**config.mk**
```make
export PLATFORM = sky130hd
export DESIGN_NAME = jtframe_sdram_arbn
export DESIGN_NICKNAME = d
export VERILOG_FILES = /design/src/rtl/jtframe_sdram_arbn.sv
export SDC_FILE = /design/constraint.sdc
export NUM_CORES = 1
export LEC_CHECK = 0
export CAP_MARGIN = 20
export CORE_AREA = 2 2 101 103
export DETAILED_ROUTE_END_ITERATION = 8
export DIE_AREA = 0 0 103 105
export GPL_ROUTABILITY_DRIVEN = 0
export GPL_TIMING_DRIVEN = 0
export PLACE_DENSITY = 0.84
export SYNTH_ARGS = -nofsm -noshare
export SYNTH_HDL_FRONTEND = slang
export SYNTH_SLANG_ARGS = --single-unit
```
**constraint.sdc**
```tcl
create_clock -name clk -period 2.4 [get_ports clk]
set_input_delay 0.36 -clock clk [delete_from_list [all_inputs] [get_ports clk]]
set_output_delay 0.36 -clock clk [all_outputs]
set_load 0.005 [all_outputs]
```
**src/rtl/jtframe_sdram_arbn.sv**
```systemverilog
// SDRAM request arbiter: picks one of SLOTS request channels, holds the grant
// for the whole transaction and issues the read/write strobe to the controller.
//
// Handshake: a slot signals a pending request on req[n]. The grant appears on
// slot_sel one cycle after it is evaluated and stays put until data_rdy. The
// strobe (sdram_rd/sdram_wr) stays high through the cycle where sdram_ack is
// seen and drops on the next edge. Address, data and mask only change at a
// new grant.
module jtframe_sdram_arbn #(
  parameter int SLOTS  = 5,
  parameter int SDRAMW = 22,
  parameter int RR     = 0,
  parameter logic [SLOTS-1:0] WREN = {{(SLOTS-2){1'b0}}, 2'b11}
) (
  input  logic                     clk,
  input  logic                     rst,
  input  logic [SLOTS-1:0]         req,
  input  logic [SLOTS-1:0]         req_rnw,
  input  logic [SLOTS*SDRAMW-1:0]  req_addr,
  input  logic [SLOTS*16-1:0]      req_din,
  input  logic [SLOTS*2-1:0]       req_wrmask,
  output logic [SLOTS-1:0]         slot_sel,
  input  logic                     sdram_ack,
  output logic                     sdram_rd,
  output logic                     sdram_wr,
  output logic [SDRAMW-1:0]        sdram_addr,
  output logic [15:0]              data_write,
  output logic [1:0]               sdram_wrmask,
  input  logic                     data_rdy,
  output logic                     busy
);

  localparam int IW = $clog2(SLOTS);
  localparam logic [IW-1:0] LAST_RST = IW'(SLOTS-1);

  logic [SLOTS-1:0] active;
  logic             eval;
  logic             win_found;
  logic             win_write;
  logic [IW-1:0]    win_idx;
  logic [IW-1:0]    cand_idx;
  logic [IW-1:0]    last_ptr;

  // The slot currently being served is never eligible, so a finishing slot
  // cannot immediately win again while it still holds req high.
  assign active    = req & ~slot_sel;
  assign busy      = |slot_sel;
  assign eval      = ~busy | data_rdy;
  assign win_write = ~req_rnw[win_idx] & WREN[win_idx];

  // Winner search: lowest index for fixed priority, or upward from the slot
  // after the last grant (wrapping) for round-robin.
  always_comb begin
    win_found = 1'b0;
    win_idx   = '0;
    cand_idx  = '0;
    for (int i = 0; i < SLOTS; i++) begin
      if (RR != 0) cand_idx = IW'((int'(last_ptr) + 1 + i) % SLOTS);
      else         cand_idx = IW'(i);
      if (!win_found && active[cand_idx]) begin
        win_found = 1'b1;
        win_idx   = cand_idx;
      end
    end
  end

  // Grant, command register and strobe handshake. A new grant takes
  // precedence over a coincident ack so back-to-back commands keep the strobe.
  always_ff @(posedge clk) begin
    if (rst) begin
      slot_sel     <= '0;
      sdram_rd     <= 1'b0;
      sdram_wr     <= 1'b0;
      sdram_addr   <= '0;
      data_write   <= '0;
      sdram_wrmask <= 2'b11;
      last_ptr     <= LAST_RST;
    end else if (eval && win_found) begin
      slot_sel   <= {{(SLOTS-1){1'b0}}, 1'b1} << win_idx;
      last_ptr   <= win_idx;
      sdram_addr <= req_addr[int'(win_idx)*SDRAMW +: SDRAMW];
      if (win_write) begin
        sdram_wr     <= 1'b1;
        sdram_rd     <= 1'b0;
        data_write   <= req_din[int'(win_idx)*16 +: 16];
        sdram_wrmask <= req_wrmask[int'(win_idx)*2 +: 2];
      end else begin
        sdram_rd     <= 1'b1;
        sdram_wr     <= 1'b0;
        sdram_wrmask <= 2'b11;
      end
    end else if (data_rdy && busy) begin
      slot_sel <= '0;
      sdram_rd <= 1'b0;
      sdram_wr <= 1'b0;
    end else if (sdram_ack) begin
      sdram_rd <= 1'b0;
      sdram_wr <= 1'b0;
    end
  end

endmodule

```
==> results of run 1 <==
stage by stage:
step | std cells | utilization [%]
6_report | 697 | 54.0
5_1_grt | 697 | 54.0
4_1_cts | 697 | 54.0
3_5_place_dp | 689 | 52.8
3_3_place_gp | 689 | 52.8
2_1_floorplan | 351 | -
registers in the layout, summed over array words and instances, names as in the netlist:
register      cells
data_write       16
sdram_rd          1
sdram_wr          1
sdram_wrmask      2
slot_sel          5
sdram_addr       22
power by group through the flow:
stage | registers [W] | logic [W] | clock network [W]
after floorplan | 0.000946 | 0.000443 | 0
after global placement | 0.000937 | 0.00103 | 0
after detailed placement | 0.000942 | 0.00106 | 0
after CTS | 0.000923 | 0.00106 | 0.000622
after global routing | 0.000933 | 0.00114 | 0.000655
final | 0.000924 | 0.00106 | 0.000605
metal layers:
metal	up-vias	track usage, %	part of all wire (%)
met4	0	9.30	3.4
met2	229	40.6	49
li1	1784	-	-
met3	36	5.42	9.8
met1	1745	26.3	38
met5	-	0	0
kinds of logic (layout without fill, tap and decap cells):
kind of cell | Yosys count | in the layout
AO/OA/AOI/OAI | 153 | 153
AND/OR/NAND/NOR | 114 | 114
flip-flops | 47 | 47
buffers and inverters | 37 | 250
cells in the final DEF, fill, tap and decap left out, types with 2 or more instances in the layout:
cell / n
a221o_1: 5
nand3_1: 3
a221oi_1: 3
dfxtp_1: 47
nor2_1: 39
a22oi_1: 35
a211oi_1: 18
a21oi_1: 35
a311oi_1: 5
o22ai_1: 3
a22oi_2: 2
and3_1: 14
clkbuf_1: 11
nand2b_1: 4
nor3_1: 6
o221ai_1: 2
o31ai_4: 2
clkdlybuf4s50_1: 205
buf_6: 3
nand2_1: 33
clkbuf_8: 5
inv_1: 2
o211ai_1: 19
nor2_2: 2
buf_2: 16
a32o_1: 14
nor2b_1: 4
buf_4: 5
a211o_1: 3
or4_1: 3
worst max-delay path, stage by stage:
cell and delay, ns:
clkdlybuf4s50_1 0.42, nor2b_1 0.13, buf_2 0.18, nor2_1 0.21, clkbuf_1 0.52, a22oi_1 0.19, o211ai_1 0.18, a32o_1 0.22
worst max path at each step:
stage	from	end	slack, ns	cells after the start
6_report	req[0]	sdram_addr[19]	0.23	8
5_1_grt	req[0]	sdram_addr[0]	0.1	7
4_1_cts	req[3]	sdram_addr[19]	0.27	8
3_5_place_dp	req[0]	sdram_addr[19]	-0.04	8
3_3_place_gp	req[0]	sdram_addr[20]	0.03	8
2_1_floorplan	slot_sel[1]	sdram_addr[10]	0.79	6
cell type report:
cell class / instances / area share [%]
Timing Repair Buffer: 205 / 39.5
Sequential cell: 47 / 18.1
Tap cell: 133 / 3.20
Inverter: 2 / 0.144
Buffer: 35 / 3.70
Multi-Input combinational cell: 267 / 33.2
Clock inverter: 3 / 0.890
Clock buffer: 5 / 1.32
==> key figures, run 1 <==
Status
  – Outcome: completed

Pwr
  – Peak supply drop: 0.218 mV
  – Power share of the sequential group: 35.7%
  – Switch Pwr: 0.000808 W
  – Clock group share of total power: about a quarter
  – Pwr dens: roughly 500 nW/um2
  – Design Power: 0.00259 W
  – Internal power: approximately 0.0018 W
  – Sw frac: a little under a third
  – Gate power share: ~41%
  – Static leakage: around 1.9 nW

Min path
  – Hold_sp: sdram_addr[20]
  – Worst hold path class: register to register
  – WHS Path Cells: 1
  – Min-Delay Endpoint: sdram_addr[20]

Timing
  – Final period util: roughly nine tenths
  – Minimum clock period: 2.17 ns
  – Final Max Slew Viols: 0
  – Setup ws final: 0.228 ns
  – Setup TNS: 0 ns
  – Worst clock skew: between 0.01 and 0.015 ns
  – Fmax achieved: between 0.4 and 0.5 GHz
  – RSZ-0062 raised after global routing: false
  – Hold Vio Cnt, Final: 0
  – Worst slew pin tran: 0.636 ns
  – Worst hold margin: around 0.47 ns
  – Final Setup Violations: 0
  – Worst rel slew slack: about 58%

Yosys
  – Area contributors post-synth: dfxtp_1 33%, a22oi_1 9.2%, a21oi_1 6.1%, nor2_1 5.1%, o211ai_1 5.0%
  – Post-synth EDFFs: 0
  – Synth area leader: dfxtp_1
  – Synth Area in Compound Gates: between 40% and 50%
  – Xor/xnor share of the synthesized area: 0%
  – Synth Area in Adders: 0%
  – Cell count after synthesis: about 350
  – Distinct cells, synth: between 40 and 50
  – Primary FF master, synth: dfxtp_1
  – Top cells by count, synth: 47 x dfxtp_1, 39 x nor2_1, 35 x a21oi_1, 35 x a22oi_1, 33 x nand2_1
  – Syn. warnings: 0
  – Most frequent cell after synthesis: dfxtp_1
  – Sequential area share after synthesis: approximately 33%
  – Async set-reset flop share out of synthesis: 0%
  – Netlist Area Pre-Place: between 2000 and 3000 um2
  – Syn_nets: between 500 and 600
  – Syn_area_per_cell: 8.17 um2
  – FF+latch count, synth: between 40 and 50
  – Mux share of post-synthesis cell area: 0%
  – Post-synthesis simple-gate area fraction: 19.2%
  – Top-area cell type share of the netlist area: 32.8%
  – Largest family of logic cells by synthesized area: compound AO/OA/AOI/OAI gates

Clocking
  – Hold Buf Count CTS: 0
  – Worst-skew pair later-pin latency: 0.30 ns
  – CTS Root Cell: clkbuf_8
  – Cts bufs inserted: 5
  – Worst-case clock buffer depth: 2
  – Reg clk slew, reported paths: roughly 0.090 ns
  – Total number of H-tree levels: 2
  – Cts repair resizes: 0
  – Clk sinks: 47
  – Setup Buffers After CTS: 0
  – CTS tree: built

Cells and area
  – Fillers: about 910
  – Multi-input logic area: between 1500 and 2000 um2
  – Share of layout cells above drive strength 1: between 8 and 9%
  – N_diodes: 0
  – Final nets: 777
  – Final Cell Area: between 5000 and 6000 um2
  – Sequential cell area: around 940 um2
  – Synthesis-to-layout area growth: 81.4%

Floorplanning
  – Die ar.: ~11000 um2
  – Boundary pin count: around 260
  – Core Area: ~9600 um2
  – Chip width: between 100 and 150 um
  – Initial Util: between 20 and 30%
  – Num rows: 36
  – Die Span Y: 105 um

Critical path
  – Arr. time, crit path: around 2.4 ns
  – Data required, critical path: around 2.7 ns
  – Worst Setup Start Kind: primary input
  – RR Endpoint: sdram_addr[19]
  – Worst reg-to-reg setup slack: between 0.3 and 0.4 ns
  – Crit path kind: primary input to register
  – R2R depth: 7
  – RR Startpoint: slot_sel[0]
  – Crit-path max FO: 10
  – Critical Path Sink Type: register

GRT
  – Initial antenna violation count: 0
  – Largest net degree at the start of global routing: 17
  – Vias in the first global route: approximately 3900
  – First-pass GRT wire length: 19.4 mm
  – All-Layer GR Usage: 23.1%
  – Grt total ovfl: 0

Routing
  – Post-Route WL: approximately 13 mm
  – Post-route ant nets: 0
  – Via count: between 3000 and 4000
  – Starting DRT DRC Count: 247
  – Router iterations before antenna repair: 5
  – DR DRC count: 0
  – Drt wl/cell: 18.7 um
  – Via density: approximately 5.4

Job
  – Max_cap viols: 0

Place
  – HPWL after detailed placement: 10.3 mm
  – # port buffers: around 200
  – Post-place setup slack: -0.0440 ns
  – Placed inst area: around 5100 um2
(Power assumes the default switching activity.)
==> run 2, diff against run 1 <==
--- a/config.mk
+++ b/config.mk
@@ -5,7 +5,7 @@
 export SDC_FILE = /design/constraint.sdc
 export NUM_CORES = 1
 export LEC_CHECK = 0
-export CAP_MARGIN = 20
+export CAP_MARGIN = 10
 export CORE_AREA = 2 2 101 103
 export DETAILED_ROUTE_END_ITERATION = 8
 export DIE_AREA = 0 0 103 105
==> results of run 2 <==
Final layout, timing and power as in run 1 (identical DEF).
